--- src/rtl/clk_div_bank_if.sv ---
// Divider-bank control/status bundle: run enables, phase sync, divisor writes,
// and per-channel tick/square/pending outputs.
interface clk_div_bank_if #(
  parameter int NUM_CH = 4,
  parameter int CH_W   = 2,
  parameter int DIV_W  = 32
);
  logic [NUM_CH-1:0] en;
  logic              sync;
  logic              cfg_we;
  logic [CH_W-1:0]   cfg_ch;
  logic [DIV_W-1:0]  cfg_div;
  logic [NUM_CH-1:0] cfg_pending;
  logic [NUM_CH-1:0] tick;
  logic [NUM_CH-1:0] sq;

  modport master (output en, sync, cfg_we, cfg_ch, cfg_div,
                  input  cfg_pending, tick, sq);
  modport slave  (input  en, sync, cfg_we, cfg_ch, cfg_div,
                  output cfg_pending, tick, sq);
endinterface

--- src/rtl/clk_div_bank.sv ---
// Multi-channel clock-enable generator: per-channel programmable divisor, tick strobe,
// 50% square wave, glitch-free divisor swap at wrap, global phase sync.
module clk_div_ch #(
  parameter int               DIV_W   = 32,
  parameter logic [DIV_W-1:0] DEF_DIV = 50000000
) (
  input  logic             clk,
  input  logic             rst_n,
  input  logic             en_i,
  input  logic             sync_i,
  input  logic             wr_i,
  input  logic [DIV_W-1:0] wr_div_i,
  output logic             pend_o,
  output logic             tick_o,
  output logic             sq_o
);
  logic [DIV_W-1:0] cnt_q, cnt_d, act_q, act_d, shd_q, shd_d;
  logic             pend_q, pend_d, tick_q, tick_d, sq_q, sq_d;

  always_comb begin
    cnt_d  = cnt_q;
    act_d  = act_q;
    pend_d = pend_q;
    tick_d = 1'b0;
    sq_d   = sq_q;
    shd_d  = wr_i ? wr_div_i : shd_q;
    if (sync_i || !en_i) begin
      // Forward a same-cycle write so the restarted channel uses the newest divisor
      cnt_d  = '0;
      sq_d   = 1'b0;
      pend_d = 1'b0;
      act_d  = wr_i ? wr_div_i : shd_q;
    end else if (act_q == '0) begin
      cnt_d = '0;
      sq_d  = 1'b0;
      if (pend_q) begin
        act_d  = shd_q;
        pend_d = 1'b0;
      end
      if (wr_i) pend_d = 1'b1;
    end else if (cnt_q == act_q - DIV_W'(1)) begin
      // Wrap loads the shadow as it stood before this edge; a coincident write waits
      cnt_d  = '0;
      tick_d = 1'b1;
      sq_d   = ~sq_q;
      if (pend_q) begin
        act_d  = shd_q;
        pend_d = 1'b0;
      end
      if (wr_i) pend_d = 1'b1;
    end else begin
      cnt_d = cnt_q + DIV_W'(1);
      if (wr_i) pend_d = 1'b1;
    end
  end

  always_ff @(posedge clk or negedge rst_n) begin
    if (!rst_n) begin
      cnt_q  <= '0;
      act_q  <= DEF_DIV;
      shd_q  <= DEF_DIV;
      pend_q <= 1'b0;
      tick_q <= 1'b0;
      sq_q   <= 1'b0;
    end else begin
      cnt_q  <= cnt_d;
      act_q  <= act_d;
      shd_q  <= shd_d;
      pend_q <= pend_d;
      tick_q <= tick_d;
      sq_q   <= sq_d;
    end
  end

  assign pend_o = pend_q;
  assign tick_o = tick_q;
  assign sq_o   = sq_q;
endmodule

module clk_div_bank #(
  parameter int          NUM_CH  = 4,
  parameter int          CH_W    = 2,
  parameter int          DIV_W   = 32,
  parameter int unsigned DEF_DIV = 50000000
) (
  input logic           clk,
  input logic           rst_n,
  clk_div_bank_if.slave bus
);
  logic [NUM_CH-1:0] pend_w, tick_w, sq_w;

  // Out-of-range channel selects match no lane and are dropped
  for (genvar i = 0; i < NUM_CH; i++) begin : g_ch
    clk_div_ch #(.DIV_W(DIV_W), .DEF_DIV(DIV_W'(DEF_DIV))) u_ch (
      .clk      (clk),
      .rst_n    (rst_n),
      .en_i     (bus.en[i]),
      .sync_i   (bus.sync),
      .wr_i     (bus.cfg_we && (bus.cfg_ch == CH_W'(i))),
      .wr_div_i (bus.cfg_div),
      .pend_o   (pend_w[i]),
      .tick_o   (tick_w[i]),
      .sq_o     (sq_w[i])
    );
  end

  assign bus.cfg_pending = pend_w;
  assign bus.tick        = tick_w;
  assign bus.sq          = sq_w;
endmodule

--- src/flat_wrapper.sv ---
// flat-port wrapper written by rule: the top's interface ports become plain ports
module clk_div_bank_flat 
#(
  parameter int          NUM_CH  = 4,
  parameter int          CH_W    = 2,
  parameter int          DIV_W   = 32,
  parameter int unsigned DEF_DIV = 50000000
)
  (clk, rst_n, bus_en, bus_sync, bus_cfg_we, bus_cfg_ch, bus_cfg_div, bus_cfg_pending, bus_tick, bus_sq);
  clk_div_bank_if #(.NUM_CH(NUM_CH), .CH_W(CH_W), .DIV_W(DIV_W)) bus_i ();
  input logic clk;
  input logic rst_n;
  input wire logic [$bits(bus_i.en)-1:0] bus_en;
  input wire logic [$bits(bus_i.sync)-1:0] bus_sync;
  input wire logic [$bits(bus_i.cfg_we)-1:0] bus_cfg_we;
  input wire logic [$bits(bus_i.cfg_ch)-1:0] bus_cfg_ch;
  input wire logic [$bits(bus_i.cfg_div)-1:0] bus_cfg_div;
  output wire logic [$bits(bus_i.cfg_pending)-1:0] bus_cfg_pending;
  output wire logic [$bits(bus_i.tick)-1:0] bus_tick;
  output wire logic [$bits(bus_i.sq)-1:0] bus_sq;
  assign bus_i.en = bus_en;
  assign bus_i.sync = bus_sync;
  assign bus_i.cfg_we = bus_cfg_we;
  assign bus_i.cfg_ch = bus_cfg_ch;
  assign bus_i.cfg_div = bus_cfg_div;
  assign bus_cfg_pending = bus_i.cfg_pending;
  assign bus_tick = bus_i.tick;
  assign bus_sq = bus_i.sq;
  clk_div_bank #(.NUM_CH(NUM_CH), .CH_W(CH_W), .DIV_W(DIV_W), .DEF_DIV(DEF_DIV)) u_core (.clk(clk), .rst_n(rst_n), .bus(bus_i));
endmodule
--- config.mk ---
export PLATFORM = sky130hd
export DESIGN_NAME = clk_div_bank_flat
export DESIGN_NICKNAME = d
export VERILOG_FILES = /design/src/rtl/clk_div_bank_if.sv /design/src/rtl/clk_div_bank.sv /design/src/flat_wrapper.sv
export SDC_FILE = /design/constraint.sdc
export NUM_CORES = 1
export LEC_CHECK = 0
export ABC_AREA = 1
export CORE_MARGIN = 2
export CORE_UTILIZATION = 50
export DETAILED_ROUTE_END_ITERATION = 16
export GPL_TIMING_DRIVEN = 0
export MAX_ROUTING_LAYER = met4
export PLACE_DENSITY_LB_ADDON = 0.15
export REMOVE_ABC_BUFFERS = 1
export SLEW_MARGIN = 15
export SYNTH_ARGS = -nofsm -noshare
export SYNTH_HDL_FRONTEND = slang
export SYNTH_HIERARCHICAL = 1
export SYNTH_SLANG_ARGS = --single-unit
--- constraint.sdc ---
create_clock -name clk -period 2.5 [get_ports clk]
set_input_delay 0.5 -clock clk [delete_from_list [all_inputs] [get_ports clk]]
set_output_delay 0.5 -clock clk [all_outputs]
set_load 0.05 [all_outputs]
==> impl_metrics.py, run 1 <==
metrics = {
    "drt": {
        "route.detailed.drc": 0,
        "antenna_violating_nets_post_route": 0,
        "drt_first_pass_iters": 7,
        "dr.first_iter.drc_count": 1599,
        "postRouteWirelength_um": 70700,
        "vias_per_cell": 5.29,
        "avgRoutedWirePerCell_um": 16.8,
        "route.vias.total": 22185,
    },
    "yosys": {
        "synth_area_mm2": 0.0242,
        "ffs_w_async_s_r_synth_pct": 100,
        "netlist.top_cell.by_area": "dfrtp_1",
        "ff_latch_count_synth": 396,
        "postSynthAreaPerCell_um2": 7.05,
        "post_synth_main_area_contributors": "dfrtp_1 31%, nand2_1 17%, dfstp_2 10%",
        "dominant_cell_by_count_in_the_synthesized_netlist": "nand2_1",
        "synthDominantCellAreaShare_pct": 31.0,
        "synth_enable_flop_cells": 0,
        "synthDistinctLibCells": 35,
        "post_synth_inst_count": 3436,
        "postSynth.topFlopCell": "dfrtp_1",
        "yosysWarningCount": 6,
        "synthTopCellsByCount": "1116 x nand2_1, 428 x nor2_1, 366 x inv_1",
        "synth_seq_area_share_pct": 41.4,
    },
    "die": {
        "num_io_pins": 54,
        "fp.dieW_um": 224,
        "floorplan.die.height_um": 224,
        "initial_utilization_pct": 50.7,
        "num_rows": 80,
        "fp.coreArea_mm2": 0.0477,
        "fp.dieArea_mm2": 0.0502,
    },
    "cells_and_area": {
        "fillCellCount": 4312,
        "syn2layout_area_growth_pct": 21.7,
        "fin_cells": 4197,
        "multi_input_area_mm2": 0.0139,
        "layout.cell_area.non_filler_mm2": 0.0295,
        "ratio_of_cells_with_drive_above_1_in_the_final_layout_pct": 18.3,
        "antenna_cells_inserted": 0,
        "nets": 3598,
        "regArea_mm2": 0.0101,
    },
    "setup_path": {
        "required_ns": 2.97,
        "crit_path_max_incr_delay_ns": 0.42,
        "timing.critical_path.buf_inv": 2,
        "crit_path_max_fanout": 8,
        "cp-end-kind": "flip-flop",
        "critical_path_arrival_ns": 3.07,
        "path_cells": "inv_2 > ha_4 > nand3_4 > nor2_4 > buf_6 > nand4_1 > nand3_1 > nand2_1 > nor2_1 > nand2_1 > nor2_4 > nand3_4 > nand2_8 > nand2_8 > nand2_2 > nand2_1",
        "timing.critical_path.mode_cell": "nand2_1",
        "critical_path_class": "reg -> reg",
        "timing.critical_path.slowest_stage_cell": "dfrtp_1",
        "critical_path_source_type": "flip-flop",
        "critical-path-top-delay-family": "simple AND/OR/NAND/NOR gates",
    },
    "clock_tree": {
        "cts-root-buf": "clkbuf_16",
        "cts_buffers": 44,
        "worst_setup_hold_path_clk_slew_ns": 0.06,
        "cts_tree": "built",
        "clock_path_buffers": 3,
        "clock_tree.htree_level_count": 2,
        "clkSinkCount": 396,
        "worstSkewPairLatency_ns": 0.59,
    },
    "power_and_ir_drop": {
        "clockPowerShare_pct": 34.2,
        "combPwrFrac_pct": 24.5,
        "cellLeakagePower_uw": 0.0133,
        "totalPowerFinal_uw": 20000,
        "switching_share_pct": 33.4,
        "pwr_density_cell_mw_per_mm2": 678,
        "power_report.internal_total_uw": 13300,
        "sequentialPowerShare_pct": 41.2,
        "vdd_drop_max_mv": 0.537,
        "p_switching_uw": 6690,
    },
    "job": {
        "max_cap_violations": 0,
    },
    "sta": {
        "period_needed_ns": 2.60,
        "max_slew_margin_pct": 26.9,
        "hold_viol_final": 0,
        "setup_violations_final": 109,
        "worst_slew_pin_slew_ns": 1.10,
        "max_clock_freq_mhz": 385,
        "final-max-slew-violation-count": 0,
        "timing.clock.skew_ns": 0.0170,
        "worst_slack_ns": -0.0980,
        "rsz0062_at_grt": "true",
        "post-route-period-util_pct": 104,
    },
    "place": {
        "gpl.final_weighted_congestion": 0.901,
        "numPortBuffers": 53,
        "dp_hpwl_um": 45500,
        "place.detailed.instances": 3988,
        "dpl_cell_area_mm2": 0.0252,
    },
    "run_status": {
        "failed_checks": "negative setup slack",
        "run_status": "finished with violations",
    },
    "grt": {
        "grt_start_max_net_pins": 99,
        "grt_antenna_before_repair": 0,
        "grt_usage_pct": 28.8,
        "first_global_vias": 21267,
        "gr-total-overflow": 0,
        "grt_pass1_wl_um": 112000,
    },
    "min_path": {
        "holdCritPathClass": "in -> async",
    },
}
[path summary, 6_finish.rpt]
path	startpoint	end	slack, ns	cells after the start
worst max-delay path	u_core/g_ch[0].u_ch/act_q[1]$_DFFE_PN0P_	u_core/g_ch[0].u_ch/act_q[0]$_DFFE_PN0P_	-0.1	16
worst min-delay path	rst_n	u_core/g_ch[0].u_ch/cnt_q[3]$_DFF_PN0_	0.45	2
worst max register to register	u_core/g_ch[0].u_ch/act_q[1]$_DFFE_PN0P_	u_core/g_ch[0].u_ch/act_q[0]$_DFFE_PN0P_	-0.1	16
worst min register to register	u_core/g_ch[1].u_ch/act_q[22]$_DFFE_PN1P_	u_core/g_ch[1].u_ch/act_q[22]$_DFFE_PN1P_	0.50	2
max in group asynchronous	rst_n	u_core/g_ch[2].u_ch/act_q[7]$_DFFE_PN1P_	0.78	4
min in group clk	u_core/g_ch[1].u_ch/act_q[22]$_DFFE_PN1P_	u_core/g_ch[1].u_ch/act_q[22]$_DFFE_PN1P_	0.50	2
[through the flow]
step	setup WS [ns]	hold WS, ns	setup TNS [ns]	util [%]
2_1_floorplan	-1.50	0.204	-235.40	-
3_3_place_gp	-16.48	0.484	-6835.21	52.1
3_5_place_dp	-1.73	0.484	-279.14	52.8
4_1_cts	-0.0389	0.454	-0.365	58.9
5_1_grt	-0.233	0.497	-32.88	61.7
6_report	-0.0980	0.448	-4.88	61.7
[registers in the layout, indices dropped and copies added (netlist names)]
register	flops
u_core/g_ch.u_ch/act_q	128
u_core/g_ch.u_ch/cnt_q	128
u_core/g_ch.u_ch/shd_q	128
u_core/g_ch.u_ch/pend_o	4
u_core/g_ch.u_ch/sq_o	4
u_core/g_ch.u_ch/tick_o	4
[worst register-to-register path, delay by kind of cell, from the launching register on]
kind | cells | cell delay, ns
AND/OR/NAND/NOR | 13 | 1.70
flip-flops | 1 | 0.42
buffers and inverters | 2 | 0.22
adder cells (fa/ha/maj) | 1 | 0.15
[power by group through the flow]
stage	logic [µW]	clock network (µW)	registers, µW
after floorplan	3030	0	7960
after global placement	3900	0	8220
after detailed placement	4050	0	8220
after CTS	4500	7000	8140
after global routing	5560	7220	8350
final	4900	6850	8250
[kinds of logic (layout without fill, tap and decap cells)]
logic type	after synthesis	count (layout)	share of synthesized area, %
flip-flops	396	396	41.4
adder cells (fa/ha/maj)	8	8	0.413
XOR/XNOR	176	176	6.82
AND/OR/NAND/NOR	2022	2057	35.8
AO/OA/AOI/OAI	328	328	7.00
buffers and inverters	506	617	8.59
[placed cells by master, fill, tap and decap left out, types with 52 or more instances in the layout]
master	count
inv_1	352
dfrtp_1	283
nand2_1	996
buf_4	66
nor2_1	356
clkdlybuf4s50_1	52
dfstp_2	96
xor2_1	95
nand2_2	119
nand4_1	70
nand3_1	219
nor2_2	58
xnor2_1	72
o21ai_0	283
[per-layer routing]
metal	global-route usage, %	vias up	wire length [µm]
met5	-	-	0
met4	8.90	0	1890
met3	2.78	108	3010
met2	45.8	478	33300
met1	39.0	10503	32500
li1	-	11096	-
[area by class of cell]
class / count / area share [%]
flip-flops and latches: 396 / 34.1
inverters: 378 / 4.84
repair buffers: 159 / 5.94
multi-input cells: 2569 / 47.3
clock buffers: 67 / 4.77
well taps: 615 / 2.61
clock inverters: 13 / 0.450
[repair_timing]
item,in CTS,in global routing
resized for setup,126,257
hold buffers,1,0
endpoints found under the hold margin,64,0
buffers inserted,54,38
setup endpoints to repair,262,265
cloned,27,11
pin swaps,56,110
Power figures use the tool's default switching activity.
==> inputs of run 2 (changes only) <==
--- a/config.mk
+++ b/config.mk
@@ -8,8 +8,8 @@
 export ABC_AREA = 1
 export CORE_MARGIN = 2
 export CORE_UTILIZATION = 50
+export CTS_CLUSTER_SIZE = 20
 export DETAILED_ROUTE_END_ITERATION = 16
-export GPL_TIMING_DRIVEN = 0
 export MAX_ROUTING_LAYER = met4
 export PLACE_DENSITY_LB_ADDON = 0.15
 export REMOVE_ABC_BUFFERS = 1
==> run 2 against run 1 <==
- critical endpoint is now u_core/g_ch[1].u_ch/act_q[18]$_DFFE_PN0P_
- global-route usage is 1.7 points lower
- the flow still finishes with violations (negative setup slack)
- count of clock-buffer cells in the layout grew 2
- final area is 0.28% higher
- power decreased by 0.66%
- die area did not move
- via count down 0.41%
- worst hold slack worse by 0.050 ns
- routed wire length decreased by 3.4%
==> impl_metrics.py, run 2 (synthesized netlist as in run 1, its figures left out) <==
metrics = {
    "setup_path": {
        "ff_to_ff_path_depth": 18,
        "rr_endpoint": "u_core/g_ch[1].u_ch/act_q[18]$_DFFE_PN0P_",
        "number_of_cells_on_the_critical_path": 18,
        "critical_path_class": "reg -> reg",
        "timing.critical_path.slowest_stage_cell": "dfrtp_1",
        "timing.critical_path.buf_inv": 2,
        "timing.critical_path.from": "u_core/g_ch[1].u_ch/act_q[1]$_DFFE_PN0P_",
        "crit_path_max_fanout": 7,
        "cp-end-kind": "flip-flop",
        "timing.critical_path.mode_cell": "nand2_1",
        "critical-path-top-delay-family": "simple AND/OR/NAND/NOR gates",
        "critical_path_source_type": "flip-flop",
        "worstSetupEndpoint": "u_core/g_ch[1].u_ch/act_q[18]$_DFFE_PN0P_",
        "r2r_setup_slack_ns": -0.06,
        "critical_path_arrival_ns": 3.03,
        "crit_path_max_incr_delay_ns": 0.39,
        "timing.rr.start": "u_core/g_ch[1].u_ch/act_q[1]$_DFFE_PN0P_",
        "path_cells": "inv_2 > ha_4 > nand3_4 > nor2_4 > nand2_1 > nand2_1 > nand2_1 > nor2_1 > nand2_1 > nor2_1 > nand2_1 > nor2_2 > nand3_2 > nand2_8 > nand2_8 > clkbuf_16 > nand2_4 > nand2_1",
        "required_ns": 2.97,
    },
    "die": {
        "floorplan.die.height_um": 224,
        "fp.dieW_um": 224,
        "fp.dieArea_mm2": 0.0502,
        "fp.coreArea_mm2": 0.0477,
        "initial_utilization_pct": 50.7,
        "num_rows": 80,
        "num_io_pins": 54,
    },
    "drt": {
        "avgRoutedWirePerCell_um": 16.1,
        "dr.first_iter.drc_count": 1628,
        "route.vias.total": 22093,
        "vias_per_cell": 5.22,
        "route.detailed.drc": 0,
        "postRouteWirelength_um": 68300,
        "drt_first_pass_iters": 5,
        "antenna_violating_nets_post_route": 0,
    },
    "grt": {
        "grt_pass1_wl_um": 107000,
        "grt_usage_pct": 27.1,
        "gr-total-overflow": 0,
        "first_global_vias": 20845,
        "grt_antenna_before_repair": 0,
        "grt_start_max_net_pins": 76,
    },
    "sta": {
        "max_slew_margin_pct": 62.5,
        "final-max-slew-violation-count": 0,
        "rsz0062_at_grt": "true",
        "whs_ns": 0.398,
        "worst_slack_ns": -0.0602,
        "timing.clock.skew_ns": 0.0153,
        "post-route-period-util_pct": 102,
        "period_needed_ns": 2.56,
        "setup_violations_final": 35,
        "max_clock_freq_mhz": 391,
        "fin_setup_tns_ns": -0.796,
        "worst_slew_pin_slew_ns": 0.563,
        "hold_viol_final": 0,
    },
    "place": {
        "numPortBuffers": 53,
        "dp_hpwl_um": 47500,
        "dpl_worst_slack_ns": -0.147,
        "gpl.final_weighted_congestion": 0.929,
    },
    "clock_tree": {
        "clock_tree.htree_level_count": 2,
        "worst_setup_hold_path_clk_slew_ns": 0.06,
        "cts_buffers": 45,
        "clock_path_buffers": 3,
        "clkSinkCount": 396,
        "worstSkewPairLatency_ns": 0.59,
        "cts-root-buf": "clkbuf_16",
        "cts_tree": "built",
    },
    "cells_and_area": {
        "final_cell_mix": "995 x nand2_1, 356 x inv_1, 341 x nor2_1, 282 x o21ai_0, 281 x dfrtp_1",
        "ratio_of_cells_with_drive_above_1_in_the_final_layout_pct": 18.7,
        "antenna_cells_inserted": 0,
        "final_core_utilization_pct": 61.9,
        "biggestRegsByFlops": "u_core/g_ch.u_ch/act_q: 128 flops, u_core/g_ch.u_ch/cnt_q: 128 flops, u_core/g_ch.u_ch/shd_q: 128 flops",
        "nets": 3628,
        "layout_commonest_cell": "nand2_1",
        "syn2layout_area_growth_pct": 22.0,
    },
    "power_and_ir_drop": {
        "cellLeakagePower_uw": 0.0137,
        "vdd_drop_max_mv": 0.495,
        "totalPowerFinal_uw": 19900,
        "pwr_density_cell_mw_per_mm2": 672,
    },
    "min_path": {
        "holdCritPathClass": "in -> async",
    },
    "run_status": {
        "run_status": "finished with violations",
        "failed_checks": "negative setup slack",
    },
    "job": {
        "max_cap_violations": 0,
    },
}
run 2: cell types whose count changed in the layout (fill, tap and decap cells not counted), moves of 15 or more:
cell     change
nor2_2      +24
nand2_8     -30
nand2_2     -29
nor2_1      -15
nand2_4     +30
buf_4       +36
run 2: worst min-delay path by stage:
stage / from / to / slack (ns)
2_1_floorplan: rst_n / u_core/g_ch[0].u_ch/act_q[0]$_DFFE_PN0P_ / 0.20
3_3_place_gp: rst_n / u_core/g_ch[0].u_ch/cnt_q[4]$_DFF_PN0_ / 0.42
3_5_place_dp: rst_n / u_core/g_ch[0].u_ch/cnt_q[5]$_DFF_PN0_ / 0.42
4_1_cts: rst_n / u_core/g_ch[0].u_ch/cnt_q[8]$_DFF_PN0_ / 0.40
5_1_grt: rst_n / u_core/g_ch[0].u_ch/sq_o$_DFFE_PN0P_ / 0.41
6_report: rst_n / u_core/g_ch[0].u_ch/cnt_q[4]$_DFF_PN0_ / 0.40
run 2: final cells by class:
class                   instances  area (µm²)
inverters                     378        1420
well taps                     615         769
multi-input cells            2539       13300
flip-flops and latches        396       10100
clock inverters                15         121
clock buffers                  69        1350
fillers                      4315       18200
repair buffers                218        2550
run 2: what timing repair did:
action                                 in CTS  in global routing
resized for setup                          22                351
pin swaps                                   6                 60
gates cloned                                2                 29
hold buffers                                1                  0
setup endpoints to repair                 144                264
setup buffers                               3                 29
endpoints found under the hold margin      25                  0
run 2: per-layer routing:
metal	wire (µm)	global-route usage (%)	vias to the layer above
li1	-	-	11120
met1	31300	37.1	10372
met5	0	-	-
met4	1620	6.17	0
met3	3230	3.67	103
met2	32100	43.0	498
run 2: metrics by stage:
step | cell area (µm²) | instances
floorplan | 23600 | 3308
global placement | 26000 | 4084
detailed placement | 26000 | 4084
CTS | 27600 | 4174
global route | 29600 | 4230
finish | 29600 | 4230
run 2: report_power, final:
part	internal (µW)	leakage (µW)	total, µW	switching (µW)
Sequential	7390	0.00491	8250	863
Combinational	1980	0.00811	5050	3070
Clock	3830	0.000720	6560	2730
